--- config.mk ---
export PLATFORM = sky130hd
export DESIGN_NAME = nibble_serial_adder
export DESIGN_NICKNAME = d
export VERILOG_FILES = /design/src/rtl/nibble_serial_adder.sv
export SDC_FILE = /design/constraint.sdc
export NUM_CORES = 1
export LEC_CHECK = 0
export CAP_MARGIN = 20
export CORE_ASPECT_RATIO = 0.8
export CORE_MARGIN = 4
export CORE_UTILIZATION = 45
export CTS_CLUSTER_DIAMETER = 60
export DETAILED_ROUTE_END_ITERATION = 7
export GPL_TIMING_DRIVEN = 0
export PLACE_DENSITY = 0.71
export SLEW_MARGIN = 0
export SYNTH_ARGS = -nofsm -noshare
export SYNTH_HDL_FRONTEND = slang
export SYNTH_SLANG_ARGS = --single-unit
export TNS_END_PERCENT = 50
--- constraint.sdc ---
create_clock -name clk -period 4.6 [get_ports clk]
set_input_delay 0.46 -clock clk [delete_from_list [all_inputs] [get_ports clk]]
set_output_delay 0.46 -clock clk [all_outputs]
set_load 0.05 [all_outputs]
--- src/rtl/nibble_serial_adder.sv ---
// Multi-cycle WIDTH-bit adder that time-shares one RCA_4bit slice, one nibble per clock, LSB first.
// Optional subtract mode when NSA_SUB_EN is defined (adds the 'sub' input).

module RCA_4bit (
    input  logic [3:0] a,
    input  logic [3:0] b,
    input  logic       cin,
    output logic [3:0] sum,
    output logic       cout
);

    logic [4:0] c;

    assign c[0] = cin;

    for (genvar i = 0; i < 4; i++) begin : g_fa
        assign sum[i]   = a[i] ^ b[i] ^ c[i];
        assign c[i + 1] = (a[i] & b[i]) | (c[i] & (a[i] ^ b[i]));
    end

    assign cout = c[4];

endmodule

module nibble_serial_adder #(
    parameter int unsigned WIDTH = 16
) (
    input  logic             clk,
    input  logic             rst_n,
    input  logic             in_valid,
    output logic             in_ready,
    input  logic [WIDTH-1:0] a,
    input  logic [WIDTH-1:0] b,
    input  logic             cin,
`ifdef NSA_SUB_EN
    input  logic             sub,
`endif
    output logic             out_valid,
    input  logic             out_ready,
    output logic [WIDTH-1:0] sum,
    output logic             cout
);

    localparam int unsigned NIB = WIDTH / 4;
    localparam int unsigned CW  = (NIB > 1) ? $clog2(NIB) : 1;
    localparam logic [CW-1:0] LAST = CW'(NIB - 1);

    localparam logic [1:0] IDLE = 2'd0;
    localparam logic [1:0] RUN  = 2'd1;
    localparam logic [1:0] DONE = 2'd2;

    if ((WIDTH % 4) != 0 || WIDTH < 8) begin : g_bad_width
        $error("nibble_serial_adder: WIDTH must be a multiple of 4 and >= 8");
    end

    logic [1:0]       state_q, state_d;
    logic [CW-1:0]    cnt_q, cnt_d;
    logic [WIDTH-1:0] a_q, a_d;
    logic [WIDTH-1:0] b_q, b_d;
    logic [WIDTH-1:0] res_q, res_d;
    logic [WIDTH-1:0] sum_q, sum_d;
    logic             carry_q, carry_d;
    logic             cout_q, cout_d;
    logic             sub_q, sub_d;
    logic             sub_in;

    logic [3:0]       slice_a, slice_b, slice_sum;
    logic             slice_cout;

`ifdef NSA_SUB_EN
    assign sub_in = sub;
`else
    assign sub_in = 1'b0;
`endif

    // Subtraction is a + ~b + 1: invert each B nibble; the +1 enters through the carry reg.
    assign slice_a = a_q[3:0];
    assign slice_b = b_q[3:0] ^ {4{sub_q}};

    RCA_4bit u_slice (
        .a    (slice_a),
        .b    (slice_b),
        .cin  (carry_q),
        .sum  (slice_sum),
        .cout (slice_cout)
    );

    always_comb begin
        state_d = state_q;
        cnt_d   = cnt_q;
        a_d     = a_q;
        b_d     = b_q;
        res_d   = res_q;
        sum_d   = sum_q;
        carry_d = carry_q;
        cout_d  = cout_q;
        sub_d   = sub_q;

        unique case (state_q)
            IDLE: begin
                if (in_valid) begin
                    a_d     = a;
                    b_d     = b;
                    sub_d   = sub_in;
                    carry_d = sub_in ? 1'b1 : cin;
                    cnt_d   = '0;
                    state_d = RUN;
                end
            end
            RUN: begin
                a_d     = {4'b0000, a_q[WIDTH-1:4]};
                b_d     = {4'b0000, b_q[WIDTH-1:4]};
                // After NIB passes the first nibble has shifted down to bit 0.
                res_d   = {slice_sum, res_q[WIDTH-1:4]};
                carry_d = slice_cout;
                if (cnt_q == LAST) begin
                    sum_d   = res_d;
                    cout_d  = slice_cout;
                    state_d = DONE;
                end else begin
                    cnt_d = cnt_q + CW'(1);
                end
            end
            DONE: begin
                if (out_ready) begin
                    state_d = IDLE;
                end
            end
            default: state_d = IDLE;
        endcase
    end

    always_ff @(posedge clk or negedge rst_n) begin
        if (!rst_n) begin
            state_q <= IDLE;
            cnt_q   <= '0;
            a_q     <= '0;
            b_q     <= '0;
            res_q   <= '0;
            sum_q   <= '0;
            carry_q <= 1'b0;
            cout_q  <= 1'b0;
            sub_q   <= 1'b0;
        end else begin
            state_q <= state_d;
            cnt_q   <= cnt_d;
            a_q     <= a_d;
            b_q     <= b_d;
            res_q   <= res_d;
            sum_q   <= sum_d;
            carry_q <= carry_d;
            cout_q  <= cout_d;
            sub_q   <= sub_d;
        end
    end

    assign in_ready  = (state_q == IDLE);
    assign out_valid = (state_q == DONE);
    assign sum       = sum_q;
    assign cout      = cout_q;

endmodule
==> results of run 1 <==
[critical path, cell delays in order (launching register included)]
cell and delay (ps):
dfrtp_1 360, buf_6 150, inv_2 90, buf_2 210, nor2_1 110, clkdlybuf4s50_1 810
[final timing paths]
kind / cells after the start / startpoint / endpoint
setup / recovery: 5 / state_q[1] / out_valid
hold / removal: 1 / rst_n / sum[6]
min in group clk: 2 / sum[15] / sum[15]
hold reg to reg: 2 / sum[15] / sum[15]
max in group asynchronous: 1 / rst_n / b_q[11]
setup reg to reg: 8 / a_q[0] / sum[15]
[state kept, by name, indices dropped and copies added (netlist names)]
signal,cells
a_q,16
b_q,16
carry_q,1
cnt_q,2
cout,1
res_q,12
state_q,2
sum,16
[cell families after synthesis]
logic type               after synthesis
adder cells (fa/ha/maj)                5
multiplexers                          24
flip-flops                            66
AO/OA/AOI/OAI                        102
buffers and inverters                 31
AND/OR/NAND/NOR                       28
[cell usage after synthesis, types with 4 or more instances]
master and count:
fa_1 4, buf_6 7, nor2_1 5, mux2_2 11, inv_1 8, nand2_1 14, o21ai_0 24, mux2_4 13
dfrtp_1 66, buf_2 6, a21oi_1 27, o22ai_1 48
[cell type report]
cell class,instances,area share
Sequential cell,66,0.4287
Multi-Input combinational cell,159,0.2949
Buffer,21,0.03832
Clock inverter,6,0.02306
Inverter,10,0.009743
Clock buffer,10,0.03573
Tap cell,84,0.02728
Timing Repair Buffer,55,0.1423
[power groups by stage]
| stage | Sequential (mW) | Combinational, mW | Clock [mW] |
|---|---|---|---|
| detailed placement | 1.07 | 1.45 | 0 |
| CTS | 1.06 | 1.45 | 0.559 |
| global placement | 1.06 | 1.41 | 0 |
| floorplan | 1.28 | 0.818 | 0 |
| finish | 1.06 | 1.44 | 0.550 |
| global route | 1.10 | 1.58 | 0.586 |
[routing by layer]
| layer | vias to the layer above | GRT usage | part of all wire |
|---|---|---|---|
| met5 | - | 0 | 0 |
| met4 | 0 | 0.05730 | 0.012 |
| met3 | 8 | 0.06250 | 0.075 |
| met2 | 92 | 0.2768 | 0.45 |
| met1 | 1106 | 0.2441 | 0.46 |
| li1 | 1072 | - | - |
[per-stage QoR]
step / util / power, mW / instances
2_1_floorplan: - / 2.093 / 256
4_1_cts: 0.6011 / 3.076 / 411
6_report: 0.6011 / 3.056 / 411
3_5_place_dp: 0.5658 / 2.525 / 395
5_1_grt: 0.6011 / 3.260 / 411
3_3_place_gp: 0.5662 / 2.471 / 395
==> impl_metrics.tcl, run 1 <==
set metrics [dict create \
    outcome "finished clean" \
    seq_area_mm2 0.001652 \
    synthMuxAreaShare 0.1073 \
    num_vias 2278 \
    multi_input_area_mm2 0.001136 \
    clock_latency_ps 340 \
    tns_ps 0 \
    ff2ff_setup_slack_ps 2390 \
    via_per_inst 5.543 \
    yosysTopAreaCell "dfrtp_1" \
    synth_compound_area_frac 0.1936 \
    synthAdderAreaFrac 0.03114 \
    tightest_slew_ps 821.1 \
    grt_pass1_wl_um 11140 \
    portBuffers 55 \
    synth_top_family_by_area "compound AO/OA/AOI/OAI gates" \
    postLayoutSetupSlackWorst_ps 2058 \
    cts-htree-levels 3 \
    die_w_um 98.88 \
    cts_root_buffer "clkbuf_8" \
    post-route-period-util 0.5526 \
    drtPass1Iterations 4 \
    setup_viol 0 \
    clock_skew_ps 5.817 \
    wl_per_cell_um 16.36 \
    hold_buffers 0 \
    rsz0062_at_grt "no" \
    yosys_warnings 0 \
    arrival_ps 2080 \
    drv_cap 0 \
    cp-end-kind "primary output" \
    wirelength_um 6723 \
    worstSetupPathType "register to primary output" \
    cts_tree "done" \
    ir_drop_uv 354.5 \
    min_period_ps 2542 \
    numCtsBuffers 9 \
    p_sw_frac 0.4020 \
    antenna_found_initial 0 \
    cp-start-kind "register" \
    switching_power_mw 1.228 \
    gp_congestion 0.7894 \
    rows 26 \
    synth_nets 298 \
    antenna_left 0 \
    drt-initial-drc-count 188 \
    slew_viol_final 0 \
    place_area_mm2 0.003626 \
    syn_area_mm2 0.002973 \
    cts_buffer_depth 2 \
    fin_area_mm2 0.003852 \
    drive_gt1_frac 0.1865 \
    synth_edf_count 0 \
    relSlewSlack 0.4526 \
    place_hpwl_um 4726 \
    p_int_mw 1.827 \
    clk_pin_slew_ps 70 \
    post-place-ws_ps 2390 \
    required_ps 4140 \
    syn_inst 256 \
    grt_use_total 0.1812 \
    crit_fanout 10 \
    synth-xor-area-share 0 \
    ys_async_sr_fraction 1.000 \
    grt_pass1_vias 2244 \
    final_cell_mix "dfrtp_1, clkdlybuf4s50_1, o22ai_1, a21oi_1, o21ai_0" \
    layout_commonest_cell "dfrtp_1" \
    pwr-share-seq 0.348 \
    cts_resized 0 \
    initial_core_util 0.4639 \
    synthToLayoutAreaGrowth_pct 29.59 \
    combPwrFrac 0.473 \
    clkPwrFrac 0.180 \
    drc_errors 0 \
    layout.nets 364 \
    grt-ovfl-total 0 \
    yosys_register_bits 66 \
    n_fill_cell 540 \
    dieArea_mm2 0.007979 \
    fmax_mhz 393.4 \
    antennaDiodeCount 0 \
    yosys.area_share.simple 0.05008 \
    die_h_um 80.70 \
    leakagePower_nw 1.669 \
    hold_violations 0 \
    postSynthAreaPerCell_um2 11.61 \
    synth_seq_area_share 0.5556 \
    grt_max_degree 67 \
    holdWs_ps 220.0 \
    cts_setup_buffers 0 \
    synth.top_cell.area_share 0.5556 \
    synth.distinct_cells 29 \
    synthFlopType "dfrtp_1" \
    core_area_mm2 0.006409 \
    synth_area_leaders "dfrtp_1, o22ai_1, mux2_4, a21oi_1, mux2_2" \
    boundaryPins 56 \
    clock_sinks 66 \
    p_per_area_mw_per_mm2 793.2 \
    hp-class "input port to async pin" \
]
Power figures use the tool's default switching activity.
==> inputs of run 2 (changes only) <==
==> constraint.sdc (replaced) <==
create_clock -name clk -period 2.4 [get_ports clk]
set_input_delay 0.24 -clock clk [delete_from_list [all_inputs] [get_ports clk]]
set_output_delay 0.24 -clock clk [all_outputs]
set_load 0.05 [all_outputs]
==> impl_metrics.tcl, run 2 (synthesis results as in run 1) <==
set metrics [dict create \
    layout.nets 364 \
    clkPwrFrac 0.180 \
    drc_errors 0 \
    grt_pass1_wl_um 11140 \
    fin_area_mm2 0.003855 \
    dp_cells 395 \
    p_per_area_mw_per_mm2 1519 \
    required_ps 2160 \
    leakagePower_nw 1.687 \
    clock_latency_ps 340 \
    post-route-period-util 0.9486 \
    cp-start-kind "register" \
    cts_buffer_depth 2 \
    place_hpwl_um 4726 \
    combPwrFrac 0.473 \
    ir_drop_uv 679.4 \
    layout_commonest_cell "dfrtp_1" \
    die_w_um 98.88 \
    relSlewSlack 0.4526 \
    grt_pass1_vias 2244 \
    cp-end-kind "primary output" \
    arrival_ps 2040 \
    slew_viol_final 0 \
    clock_sinks 66 \
    stdcell_count 411 \
    pwr-share-seq 0.348 \
    grt-ovfl-total 0 \
    antennaDiodeCount 0 \
    num_vias 2278 \
    boundaryPins 56 \
    cts-htree-levels 3 \
    portBuffers 55 \
    n_fill_cell 539 \
    worst_path_max_delay_cell "clkdlybuf4s50_1" \
    antenna_found_initial 0 \
    p_int_mw 3.502 \
    outcome "finished clean" \
    clock_skew_ps 5.817 \
    worstSetupPathType "register to primary output" \
    synthToLayoutAreaGrowth_pct 29.67 \
    cts_tree "done" \
    hold_violations 0 \
    tightest_slew_ps 821.1 \
    cts_setup_buffers 0 \
    cp_cell_sequence "buf_4 > clkbuf_1 > nor2_1 > clkdlybuf4s50_1" \
    p_sw_frac 0.4020 \
    rsz0062_at_grt "no" \
    initial_core_util 0.4639 \
    clk_pin_slew_ps 70 \
    grt_use_total 0.1812 \
    antenna_left 0 \
    min_period_ps 2277 \
    crit_fanout 10 \
    via_per_inst 5.543 \
    final_cell_mix "dfrtp_1, clkdlybuf4s50_1, o22ai_1, a21oi_1, o21ai_0" \
    wl_per_cell_um 16.35 \
    crit_path_max_incr_delay_ps 810 \
    drt-initial-drc-count 188 \
    rows 26 \
    cts_root_buffer "clkbuf_8" \
    wirelength_um 6721 \
    dieArea_mm2 0.007979 \
    drive_gt1_frac 0.1865 \
    switching_power_mw 2.354 \
    gp_congestion 0.7894 \
    hp-class "input port to async pin" \
    drv_cap 0 \
    grt_max_degree 67 \
    setup_viol 0 \
    core_area_mm2 0.006409 \
    place_area_mm2 0.003626 \
    fmax_mhz 439.2 \
    die_h_um 80.70 \
    drtPass1Iterations 4 \
    numCtsBuffers 9 \
]
==> run 2: cell types whose count changed in the layout (fill, tap and decap cells not counted), sizes merged <==
cell / previous run / this run
clkdlybuf4s50: 54 / 53
dlymetal6s2s: 0 / 1
==> run 2: power groups by stage <==
stage,combinational (mW),sequential (mW),clock [mW]
final,2.77,2.04,1.05
after detailed placement,2.78,2.06,0
after floorplan,1.57,2.44,0
after CTS,2.79,2.04,1.07
after global routing,3.02,2.10,1.12
after global placement,2.71,2.03,0
==> run 2: cell type report <==
cell class / count / area, µm² / area share
plain buffers: 21 / 147.6 / 0.03830
clock buffers: 10 / 137.6 / 0.03570
clock inverters: 6 / 88.84 / 0.02304
inverters: 10 / 37.54 / 0.009737
multi-input cells: 159 / 1136 / 0.2947
flip-flops and latches: 66 / 1652 / 0.4284
well taps: 84 / 105.1 / 0.02726
repair buffers: 55 / 550.5 / 0.1428
==> run 2: per-layer routing <==
| metal | vias to the layer above | track usage | wire [µm] |
|---|---|---|---|
| met4 | 0 | 0.05730 | 81 |
| met2 | 92 | 0.2768 | 3028 |
| met3 | 8 | 0.06250 | 507 |
| met1 | 1106 | 0.2441 | 3104 |
| li1 | 1072 | - | - |
| met5 | - | 0 | 0 |
==> run 2: per-stage QoR <==
| step | total power [mW] | hold WS, ps | util | setup WS [ps] | TNS, ps |
|---|---|---|---|---|---|
| 6_report | 5.856 | 0.02737 | 0.6015 | 123.3 | 0 |
| 2_1_floorplan | 4.012 | -55.59 | - | 308.6 | 0 |
| 5_1_grt | 6.247 | 46.34 | 0.6015 | 5.368 | 0 |
| 3_3_place_gp | 4.737 | 472.6 | 0.5662 | -1094 | -71960 |
| 3_5_place_dp | 4.839 | 396.6 | 0.5658 | 189.8 | 0 |
| 4_1_cts | 5.895 | 18.46 | 0.6011 | 55.28 | 0 |
==> run 2: worst paths after layout <==
path                       cells past startpoint        to  slack [ps]  startpoint
max in group asynchronous                      1   b_q[11]        1870       rst_n
setup reg to reg                               8   sum[15]         190      a_q[0]
hold reg to reg                                2   sum[15]         490     sum[15]
setup / recovery                               4  in_ready         120  state_q[0]
hold / removal                                 1    sum[6]        0.03       rst_n
min in group clk                               3   a_q[13]         440       a[13]
==> run 2: worst max-delay path: cells and delay by family (launching register included) <==
| family | cells | cell delay (ps) |
|---|---|---|
| buffers and inverters | 3 | 1190 |
| DFF | 1 | 360 |
| and+or+nand+nor | 1 | 140 |
==> run 2: timing repair <==
action	in CTS	in global routing
hold buffers	0	0
gates resized for setup	0	1
setup endpoints to repair	0	1
